==> src/rtl/riscv_test_sequencer.sv <==
`default_nettype none
// ============================================================================
//  Module   : riscv_test_sequencer
//  Purpose  : Run controller for riscv_wrapper. It holds the core in reset,
//             runs an optional BIST phase (TEST_SEQ_BIST_EN), then a software
//             run under watchdog limits, and latches a single verdict.
//  Revision : 1.0 - initial release
// ============================================================================
module riscv_test_sequencer #(
    parameter int unsigned BIST_START_TIMEOUT = 16,
    parameter int unsigned BIST_RUN_TIMEOUT   = 65536,
    parameter int unsigned SW_TIMEOUT         = 1000000,
    parameter int unsigned CORE_RST_CYCLES    = 8
) (
    input  logic        clk_i,
    input  logic        rst_i,
    input  logic        go_i,
    input  logic        abort_i,
    input  logic        test_i,
    input  logic        go_nogo_i,
    input  logic        tests_passed_i,
    input  logic        tests_failed_i,
    input  logic        exit_valid_i,
    input  logic [31:0] exit_value_i,
    output logic        core_rst_no,
    output logic        start_test_o,
    output logic        fetch_enable_o,
    output logic        busy_o,
    output logic        done_o,
    output logic        pass_o,
    output logic [2:0]  status_o,
    output logic [31:0] exit_value_o,
    output logic [31:0] run_cycles_o
);

    localparam logic [2:0] c_S_IDLE     = 3'd0;
    localparam logic [2:0] c_S_CRST     = 3'd1;
    localparam logic [2:0] c_S_BIST_REQ = 3'd2;
    localparam logic [2:0] c_S_BIST_RUN = 3'd3;
    localparam logic [2:0] c_S_SW_RUN   = 3'd4;
    localparam logic [2:0] c_S_DONE     = 3'd5;

    localparam logic [2:0] c_ST_NONE    = 3'd0;
    localparam logic [2:0] c_ST_PASS    = 3'd1;
    localparam logic [2:0] c_ST_SW_FAIL = 3'd2;
    localparam logic [2:0] c_ST_SW_TO   = 3'd5;
    localparam logic [2:0] c_ST_ABORT   = 3'd6;

`ifdef TEST_SEQ_BIST_EN
    localparam logic [2:0] c_ST_BIST_FAIL = 3'd3;
    localparam logic [2:0] c_ST_BIST_TO   = 3'd4;
    localparam logic [2:0] c_S_AFTER_CRST = c_S_BIST_REQ;
`else
    localparam logic [2:0] c_S_AFTER_CRST = c_S_SW_RUN;
`endif

    // Counter preload is (limit - 1) so that zero is reached on the Nth cycle
    function automatic logic [31:0] f_load(input logic [2:0] st);
        case (st)
            c_S_CRST:     f_load = 32'(CORE_RST_CYCLES - 1);
            c_S_BIST_REQ: f_load = 32'(BIST_START_TIMEOUT - 1);
            c_S_BIST_RUN: f_load = 32'(BIST_RUN_TIMEOUT - 1);
            c_S_SW_RUN:   f_load = 32'(SW_TIMEOUT - 1);
            default:      f_load = 32'd0;
        endcase
    endfunction

    logic [2:0]  r_state;
    logic [31:0] r_cnt;
    logic        r_core_rst_n;
    logic        r_fetch_en;
    logic        r_busy;
    logic        r_done;
    logic        r_pass;
    logic [2:0]  r_status;
    logic [31:0] r_exit_value;
    logic [31:0] r_run_cycles;

    logic [2:0]  w_state_nxt;
    logic [31:0] w_cnt_nxt;
    logic        w_done_nxt;
    logic        w_pass_nxt;
    logic [2:0]  w_status_nxt;
    logic [31:0] w_exit_nxt;
    logic [31:0] w_cycles_nxt;
    logic        w_expired;

    assign w_expired = (r_cnt == 32'd0);

    always_comb begin
        w_state_nxt  = r_state;
        w_cnt_nxt    = r_cnt;
        w_done_nxt   = r_done;
        w_pass_nxt   = r_pass;
        w_status_nxt = r_status;
        w_exit_nxt   = r_exit_value;
        w_cycles_nxt = r_run_cycles;

        case (r_state)
            c_S_IDLE: begin
                if (go_i) begin
                    w_state_nxt  = c_S_CRST;
                    w_done_nxt   = 1'b0;
                    w_pass_nxt   = 1'b0;
                    w_status_nxt = c_ST_NONE;
                    w_exit_nxt   = 32'd0;
                    w_cycles_nxt = 32'd0;
                end
            end
            c_S_CRST: begin
                if (abort_i) begin
                    w_state_nxt  = c_S_DONE;
                    w_status_nxt = c_ST_ABORT;
                end else if (w_expired) begin
                    w_state_nxt = c_S_AFTER_CRST;
                end
            end
`ifdef TEST_SEQ_BIST_EN
            c_S_BIST_REQ: begin
                if (abort_i) begin
                    w_state_nxt  = c_S_DONE;
                    w_status_nxt = c_ST_ABORT;
                end else if (test_i) begin
                    w_state_nxt = c_S_BIST_RUN;
                end else if (w_expired) begin
                    w_state_nxt  = c_S_DONE;
                    w_status_nxt = c_ST_BIST_TO;
                end
            end
            c_S_BIST_RUN: begin
                if (abort_i) begin
                    w_state_nxt  = c_S_DONE;
                    w_status_nxt = c_ST_ABORT;
                end else if (!test_i) begin
                    if (go_nogo_i) begin
                        w_state_nxt = c_S_SW_RUN;
                    end else begin
                        w_state_nxt  = c_S_DONE;
                        w_status_nxt = c_ST_BIST_FAIL;
                    end
                end else if (w_expired) begin
                    w_state_nxt  = c_S_DONE;
                    w_status_nxt = c_ST_BIST_TO;
                end
            end
`endif
            c_S_SW_RUN: begin
                if (r_run_cycles != 32'hFFFF_FFFF) begin
                    w_cycles_nxt = r_run_cycles + 32'd1;
                end
                // Exit code is captured even when a tests_* flag wins the verdict
                if (exit_valid_i && !abort_i) begin
                    w_exit_nxt = exit_value_i;
                end
                if (abort_i) begin
                    w_state_nxt  = c_S_DONE;
                    w_status_nxt = c_ST_ABORT;
                end else if (tests_failed_i) begin
                    w_state_nxt  = c_S_DONE;
                    w_status_nxt = c_ST_SW_FAIL;
                end else if (tests_passed_i) begin
                    w_state_nxt  = c_S_DONE;
                    w_status_nxt = c_ST_PASS;
                end else if (exit_valid_i) begin
                    w_state_nxt  = c_S_DONE;
                    w_status_nxt = (exit_value_i == 32'd0) ? c_ST_PASS : c_ST_SW_FAIL;
                end else if (w_expired) begin
                    w_state_nxt  = c_S_DONE;
                    w_status_nxt = c_ST_SW_TO;
                end
            end
            c_S_DONE: begin
                if (!go_i) begin
                    w_state_nxt = c_S_IDLE;
                end
            end
            default: begin
                w_state_nxt = c_S_IDLE;
            end
        endcase

        if (w_state_nxt == c_S_DONE && r_state != c_S_DONE) begin
            w_done_nxt = 1'b1;
            w_pass_nxt = (w_status_nxt == c_ST_PASS);
        end

        if (w_state_nxt != r_state) begin
            w_cnt_nxt = f_load(w_state_nxt);
        end else if (!w_expired) begin
            w_cnt_nxt = r_cnt - 32'd1;
        end
    end

    always_ff @(posedge clk_i) begin
        if (rst_i) begin
            r_state      <= c_S_IDLE;
            r_cnt        <= 32'd0;
            r_core_rst_n <= 1'b1;
            r_fetch_en   <= 1'b0;
            r_busy       <= 1'b0;
            r_done       <= 1'b0;
            r_pass       <= 1'b0;
            r_status     <= c_ST_NONE;
            r_exit_value <= 32'd0;
            r_run_cycles <= 32'd0;
        end else begin
            r_state      <= w_state_nxt;
            r_cnt        <= w_cnt_nxt;
            r_core_rst_n <= (w_state_nxt != c_S_CRST);
            r_fetch_en   <= (w_state_nxt == c_S_SW_RUN);
            r_busy       <= (w_state_nxt == c_S_CRST) || (w_state_nxt == c_S_BIST_REQ) ||
                            (w_state_nxt == c_S_BIST_RUN) || (w_state_nxt == c_S_SW_RUN);
            r_done       <= w_done_nxt;
            r_pass       <= w_pass_nxt;
            r_status     <= w_status_nxt;
            r_exit_value <= w_exit_nxt;
            r_run_cycles <= w_cycles_nxt;
        end
    end

`ifdef TEST_SEQ_BIST_EN
    logic r_start_test;

    always_ff @(posedge clk_i) begin
        if (rst_i) begin
            r_start_test <= 1'b0;
        end else begin
            r_start_test <= (w_state_nxt == c_S_BIST_REQ);
        end
    end

    assign start_test_o = r_start_test;
`else
    logic w_unused_bist;
    assign w_unused_bist = test_i ^ go_nogo_i;
    assign start_test_o  = 1'b0;
`endif

    assign core_rst_no    = r_core_rst_n;
    assign fetch_enable_o = r_fetch_en;
    assign busy_o         = r_busy;
    assign done_o         = r_done;
    assign pass_o         = r_pass;
    assign status_o       = r_status;
    assign exit_value_o   = r_exit_value;
    assign run_cycles_o   = r_run_cycles;

endmodule
`default_nettype wire

==> config.mk <==
export PLATFORM = sky130hd
export DESIGN_NAME = riscv_test_sequencer
export DESIGN_NICKNAME = d
export VERILOG_FILES = /design/src/rtl/riscv_test_sequencer.sv
export SDC_FILE = /design/constraint.sdc
export NUM_CORES = 1
export LEC_CHECK = 0
export ABC_CLOCK_PERIOD_IN_PS = 2500
export CORE_MARGIN = 2
export CORE_UTILIZATION = 56
export CTS_BUF_LIST = sky130_fd_sc_hd__clkbuf_2
export CTS_CLUSTER_DIAMETER = 80
export DETAILED_ROUTE_END_ITERATION = 10
export DONT_BUFFER_PORTS = 1
export GPL_TIMING_DRIVEN = 0
export PLACE_DENSITY = 0.82
export SLEW_MARGIN = 20
export SYNTH_ARGS = -nofsm -noshare
export SYNTH_HDL_FRONTEND = slang
export SYNTH_SLANG_ARGS = --single-unit
==> constraint.sdc <==
create_clock -name clk_i -period 2.5 [get_ports clk_i]
set_clock_uncertainty 0.1 [all_clocks]
set_input_delay 0.75 -clock clk_i [delete_from_list [all_inputs] [get_ports clk_i]]
set_output_delay 0.75 -clock clk_i [all_outputs]
set_load 0.1 [all_outputs]
======== Word level (Yosys, flattened, before mapping) ========
Cells that the tools add are included.
word-level totals
  flip-flop bits (word level) ............. 107
  latch bits .............................. 0
  RAM bits ................................ 0
  memory bits (read-only) ................. 0
  output and inout port bits .............. 73
  word-level logic and storage cells ...... 75
  memories kept ........................... 0
operators by class
  add/subtract/negate cells ............... 2
  multiply operators ...................... 0
  divide/modulo/power cells ............... 0
  $lt $le $gt $ge ......................... 0
  equality and inequality tests ........... 17
  shifts and indexed selects .............. 0
  mux-type cells .......................... 31
  bitwise gates (word level) .............. 0
  reduce and logical (&&, ||, !) cells .... 15
operators by type and width
  operator               count
  $mux 32                5
  $pmux 32 s2            2
  $pmux 20 s4            1
  $logic_not 32->1       2
  $mux 3                 16
  $add 32x1->32 const B  1
  $ne 32x32->1 const B   1
  $sub 32x1->32 const B  1
  $eq 3x3->1 const B     4
  $pmux 3 s4             1
  $eq 3x1->1 const B     3
  $pmux 3 s3             1
  $eq 3x2->1 const B     2
  $ne 2x2->1 const B     3
  $reduce_and 3->1       2
  $reduce_bool 2->1      3
  $mux 1                 4
  $logic_not 3->1        1
  $logic_or 1x1->1       3
  $ne 3x1->1 const B     1
  $ne 3x3->1             1
  $ne 3x3->1 const B     1
  $logic_and 1x1->1      2
  $mux 2                 1
  3 further kinds        3

======== Depth between registers and ports, before layout ========
  depth after elaboration ................. 11
  gate-level depth with buffers ........... 11
  gate-level depth less buffers ........... 8

======== Worst setup path after synthesis ========
Ideal clock, no wire load.
  path type ............................... reg2reg
  start point ............................. register r_run_cycles[6], in the netlist run_cycles_o[6]
  end point ............................... register r_run_cycles[0], in the netlist run_cycles_o[0]
  data arrival time ....................... 2.736 ns
  data required time ...................... 2.271 ns
  path slack .............................. -0.465 ns
  cell stages (with the launch flop) ...... 8
  buffers on the path ..................... 1
  cells stage by stage .................... dfxtp_1 -> nand4_1 -> nor4_1 -> and4b_1 -> clkbuf_1 -> nor2_1 -> mux2i_1 -> nor2_1
between the ends
  word-level cells in the longest chain between the ends .. 3
ends and longest elaborated chain
  what                               line  RTL
  start: declaration                 77    logic [31:0] r_run_cycles;
  start signal: assignment           217   r_run_cycles <= w_cycles_nxt;
  $ne 32x32->1                       148   if (r_run_cycles != 32'hFFFF_FFFF) begin
  $ne 2x2->1 (no source line)        -
  $reduce_and 3->1 (no source line)  -
Every way passes these cells.
A chain may end at the register's enable or synchronous reset.

======== Worst setup path in the final report ========
  start point ............................. register r_cnt[9]
  end point ............................... register r_cnt[0]
between the ends
  word-level cells in the longest chain between the ends .. 10
  elaborated cells between the ends (all ways) .. 17
  those cells by class .................... eq/ne: 6; mux: 10; reduce/logical: 1
ends and longest elaborated chain
  what                                      line  RTL
  start: declaration                        69    logic [31:0] r_cnt;
  start signal: assignment                  208   r_cnt <= w_cnt_nxt;
  $logic_not 32->1 (*)                      88    assign w_expired = (r_cnt == 32'd0);
  $mux 3                                    167   end else if (w_expired) begin
  $mux 3                                    164   end else if (exit_valid_i) begin
  $mux 3                                    161   end else if (tests_passed_i) begin
  $mux 3                                    158   end else if (tests_failed_i) begin
  $mux 3                                    155   if (abort_i) begin
  $pmux 3 s4                                99    case (r_state)
  $eq 3x3->1, or another cell as far along  59    case (st)
  $pmux 20 s4                               59
  $mux 32                                   187   if (w_state_nxt != r_state) begin
Mark *: on every way between the ends. The rest lies on a longest branch, timed or not.

==> results.yml <==
outcome:
  outcome: "finished with violations"
  violations: "negative setup slack"
placement:
  port-buffer-count: 0
  gp_congestion: 0.922
  placed_cells_incl_taps: 743
  detailedPlacementHpwl_um: 9570
sta:
  setup_viol: 34
  maxSlewViolCount: 0
  worstMarginPinSlew_ns: 0.979
  final_min_period_over_clock_period: 1.06
  finalWorstSetupSlack_ns: -0.138
  final_hold_viol_count: 0
  rsz0062_at_grt: "yes"
  clock.fmax_ghz: 0.379
  timing.slew.headroom: 0.346
  tns_setup_ns: -2.01
  period_needed_ns: 2.64
clocking:
  tritoncts: "yes"
  clock_pin_slew_of_the_registers_on_the_worst_case_setup_and_hold_paths_ns: 0.33
  cts.hold.buffers_added: 0
  htree_levels: 3
  cts_inserted_buffers: 9
  clkLatencyLatePin_ns: 0.57
  cts.path.max_buffers: 2
  cts.sink_count: 107
  clock-root-buffer: "sky130_fd_sc_hd__clkbuf_2"
critical_path:
  worstSetupEndpoint: "r_cnt[0]$_SDFFE_PP0P_"
  critical_path_required_ns: 2.93
  crit-reg2reg-launch: "r_cnt[9]$_SDFFE_PP0P_"
  reg2reg_slack_ns: -0.14
  critical_path_peak_fanout: 5
  critical_path_class: "reg2reg"
  r2r-end: "r_cnt[0]$_SDFFE_PP0P_"
  critical_path.startpoint: "r_cnt[9]$_SDFFE_PP0P_"
  crit_path_start_kind: "flip-flop"
  cp-end-kind: "flip-flop"
  timing.critical_path.arrival_ns: 3.07
  reg2reg_depth: 7
min_path:
  min_path_cells: 2
  hp-class: "in2reg"
global_route:
  total_grt_overflow: 0
  global_route.usage.total: 0.276
  pin_count_of_the_biggest_net_entering_global_routing: 20
  grt_pass1_wl_um: 22300
  grt_antenna_before_repair: 0
  grt_pass1_vias: 4713
synth:
  ys_ff_latch: 107
  yosys.cell_types.count: 63
  synth.avg_cell_area_um2: 8.06
  synth_area_leaders: "sky130_fd_sc_hd__dfxtp_1, sky130_fd_sc_hd__xnor2_1, sky130_fd_sc_hd__nand3_1"
  postSynth.topFlopCell: "sky130_fd_sc_hd__dfxtp_1"
  synthMostInstantiatedCell: "sky130_fd_sc_hd__dfxtp_1"
  syn-cell-area_um2: 5110
  syn-instance-count: 634
  yosysWarningCount: 0
  proportion_of_netlist_area_held_by_the_largest_area_contributor: 0.419
  synth_area_leader_cell: "sky130_fd_sc_hd__dfxtp_1"
  synth-edff-count: 0
  synth.top_cells.by_count: "sky130_fd_sc_hd__dfxtp_1, sky130_fd_sc_hd__nor2_1, sky130_fd_sc_hd__nand3_1"
  synthArstFlopShare: 0
  sequential_cell_area_fraction_in_the_yosys_report: 0.419
drt:
  drc_errors: 0
  wl_met3_um: 1090
  ant_nets: 0
  wl_um: 14500
  route.top_layer_used: "met4"
  wirelength_met1_um: 5520
  drt-initial-drc-count: 300
  via_per_inst: 6.40
  drt_first_pass_iters: 7
  avgRoutedWirePerCell_um: 18.6
  vias: 4998
  met2_length_um: 7500
floorplanning:
  fp.dieW_um: 99.5
  floorplan.initialDensity: 0.583
  dieArea_um2: 9900
  die_height_um: 99.5
  fp.coreArea_um2: 8760
  rows: 34
  floorplan.io_pins: 114
final_layout:
  p_r_area_growth_vs_syn_pct: 17.6
  drive_above_1_share: 0.288
  layout.nets: 711
  post_layout_nonfiller_instances: 781
  insertedDiodeCount: 0
power_and_ir_drop:
  worst_ir_drop_on_vdd_v: 0.00184
  internal_power_consumption_mw: 4.58
  p_seq_frac: 0.277
  p_sw_mw: 3.73
  p_per_area_nw_per_um2: 1380
  switching_share: 0.449
  power.clock.fraction: 0.104
  total_leakage_power_nw: 2.04
  comb_power_share: 0.620
run:
  max_cap_violations: 0
## power groups by stage
stage               sequential, mW  combinational [mW]  clock, mW
floorplan                     2.26                3.16          0
global placement              2.27                3.44          0
detailed placement            2.32                3.78          0
CTS                           2.29                4.57      0.879
global route                  2.33                5.56      0.933
finish                        2.30                5.15      0.863
## per-stage QoR
step	setup WS [ns]	utilization	hold slack [ns]	total power [mW]	instance area, um2
2_1_floorplan	-0.0100	-	0.376	5.42	5200
3_5_place_dp	-0.493	0.609	0.405	6.10	5340
5_1_grt	-0.192	0.686	0.0948	8.83	6010
4_1_cts	-0.0626	0.664	0.0968	7.74	5820
3_3_place_gp	-0.478	0.609	0.392	5.71	5340
6_report	-0.138	0.686	0.128	8.31	6010
## registers in the layout (all words and copies together), names as in the netlist
signal,cells
r_cnt,32
core_rst_no,1
r_state,3
fetch_enable_o,1
status_o,3
pass_o,1
busy_o,1
exit_value_o,32
run_cycles_o,32
done_o,1
## per-layer routing
| metal | up-vias | global-route usage |
|---|---|---|
| li1 | 2320 | - |
| met1 | 2387 | 0.325 |
| met2 | 242 | 0.483 |
| met3 | 49 | 0.0625 |
| met4 | 0 | 0.117 |
| met5 | - | 0 |
## cells by family after synthesis
kind of cell,Yosys count,share of synthesized area
simple gates,330,0.335
buf+inv,50,0.0402
other cells,1,0.000734
mux,1,0.00196
fa+ha+maj,2,0.00490
flops,107,0.419
compound gates,89,0.105
xor+xnor,54,0.0926
## layout make-up
type,count,area (um2)
multi-input combinational,478,3020
fill,686,2760
sequential,107,2300
timing repair buffer,25,195
buffer,36,188
tap,108,135
clock inverter,7,82.6
clock buffer,9,45.0
inverter,11,41.3
## cell usage in the layout (no fill, tap or decap), drive strengths merged, types with 3 or more instances in the layout
cell and count:
o31ai 3, nor4 23, nand2 52, a21o 3
xnor2 41, and4 4, nand3 66, a31oi 3
a21oi 54, or3b 3, nor3 32, clkbuf 33
nor3b 3, nor4b 3, or2 8, o21ai 8
xor2 13, or3 9, and2 3, inv 15
nand4 17, nor2 82, dfxtp 107, or4 11
buf 37, and3 5, a211oi 4
## worst min path at each step
stage                                 from                             to  slack [ns]
floorplan            r_cnt[7]$_SDFFE_PP0P_          r_cnt[7]$_SDFFE_PP0P_        0.38
global placement     r_cnt[7]$_SDFFE_PP0P_          r_cnt[7]$_SDFFE_PP0P_        0.39
detailed placement  r_cnt[26]$_SDFFE_PP0P_         r_cnt[26]$_SDFFE_PP0P_        0.40
CTS                       exit_value_i[27]  exit_value_o[27]$_SDFFE_PP0P_         0.1
global route              exit_value_i[14]  exit_value_o[14]$_SDFFE_PP0P_        0.09
finish                    exit_value_i[17]  exit_value_o[17]$_SDFFE_PP0P_        0.13
## timing repair
action / in CTS / in global routing
gates resized for setup: 97 / 48
gates cloned: 1 / 0
setup endpoints to repair: 114 / 96
setup buffers: 15 / 9
pin swaps: 13 / 11
## worst max-delay path: stages (launching register included)
cell and delay (ns):
sky130_fd_sc_hd__dfxtp_4 0.42, sky130_fd_sc_hd__or4_4 0.56, sky130_fd_sc_hd__or4_4 0.58, sky130_fd_sc_hd__nor2_4 0.22, sky130_fd_sc_hd__nand3_2 0.11, sky130_fd_sc_hd__or2_4 0.31
sky130_fd_sc_hd__buf_6 0.15, sky130_fd_sc_hd__a31oi_1 0.16
No activity file was read; power rests on OpenSTA's default activity.
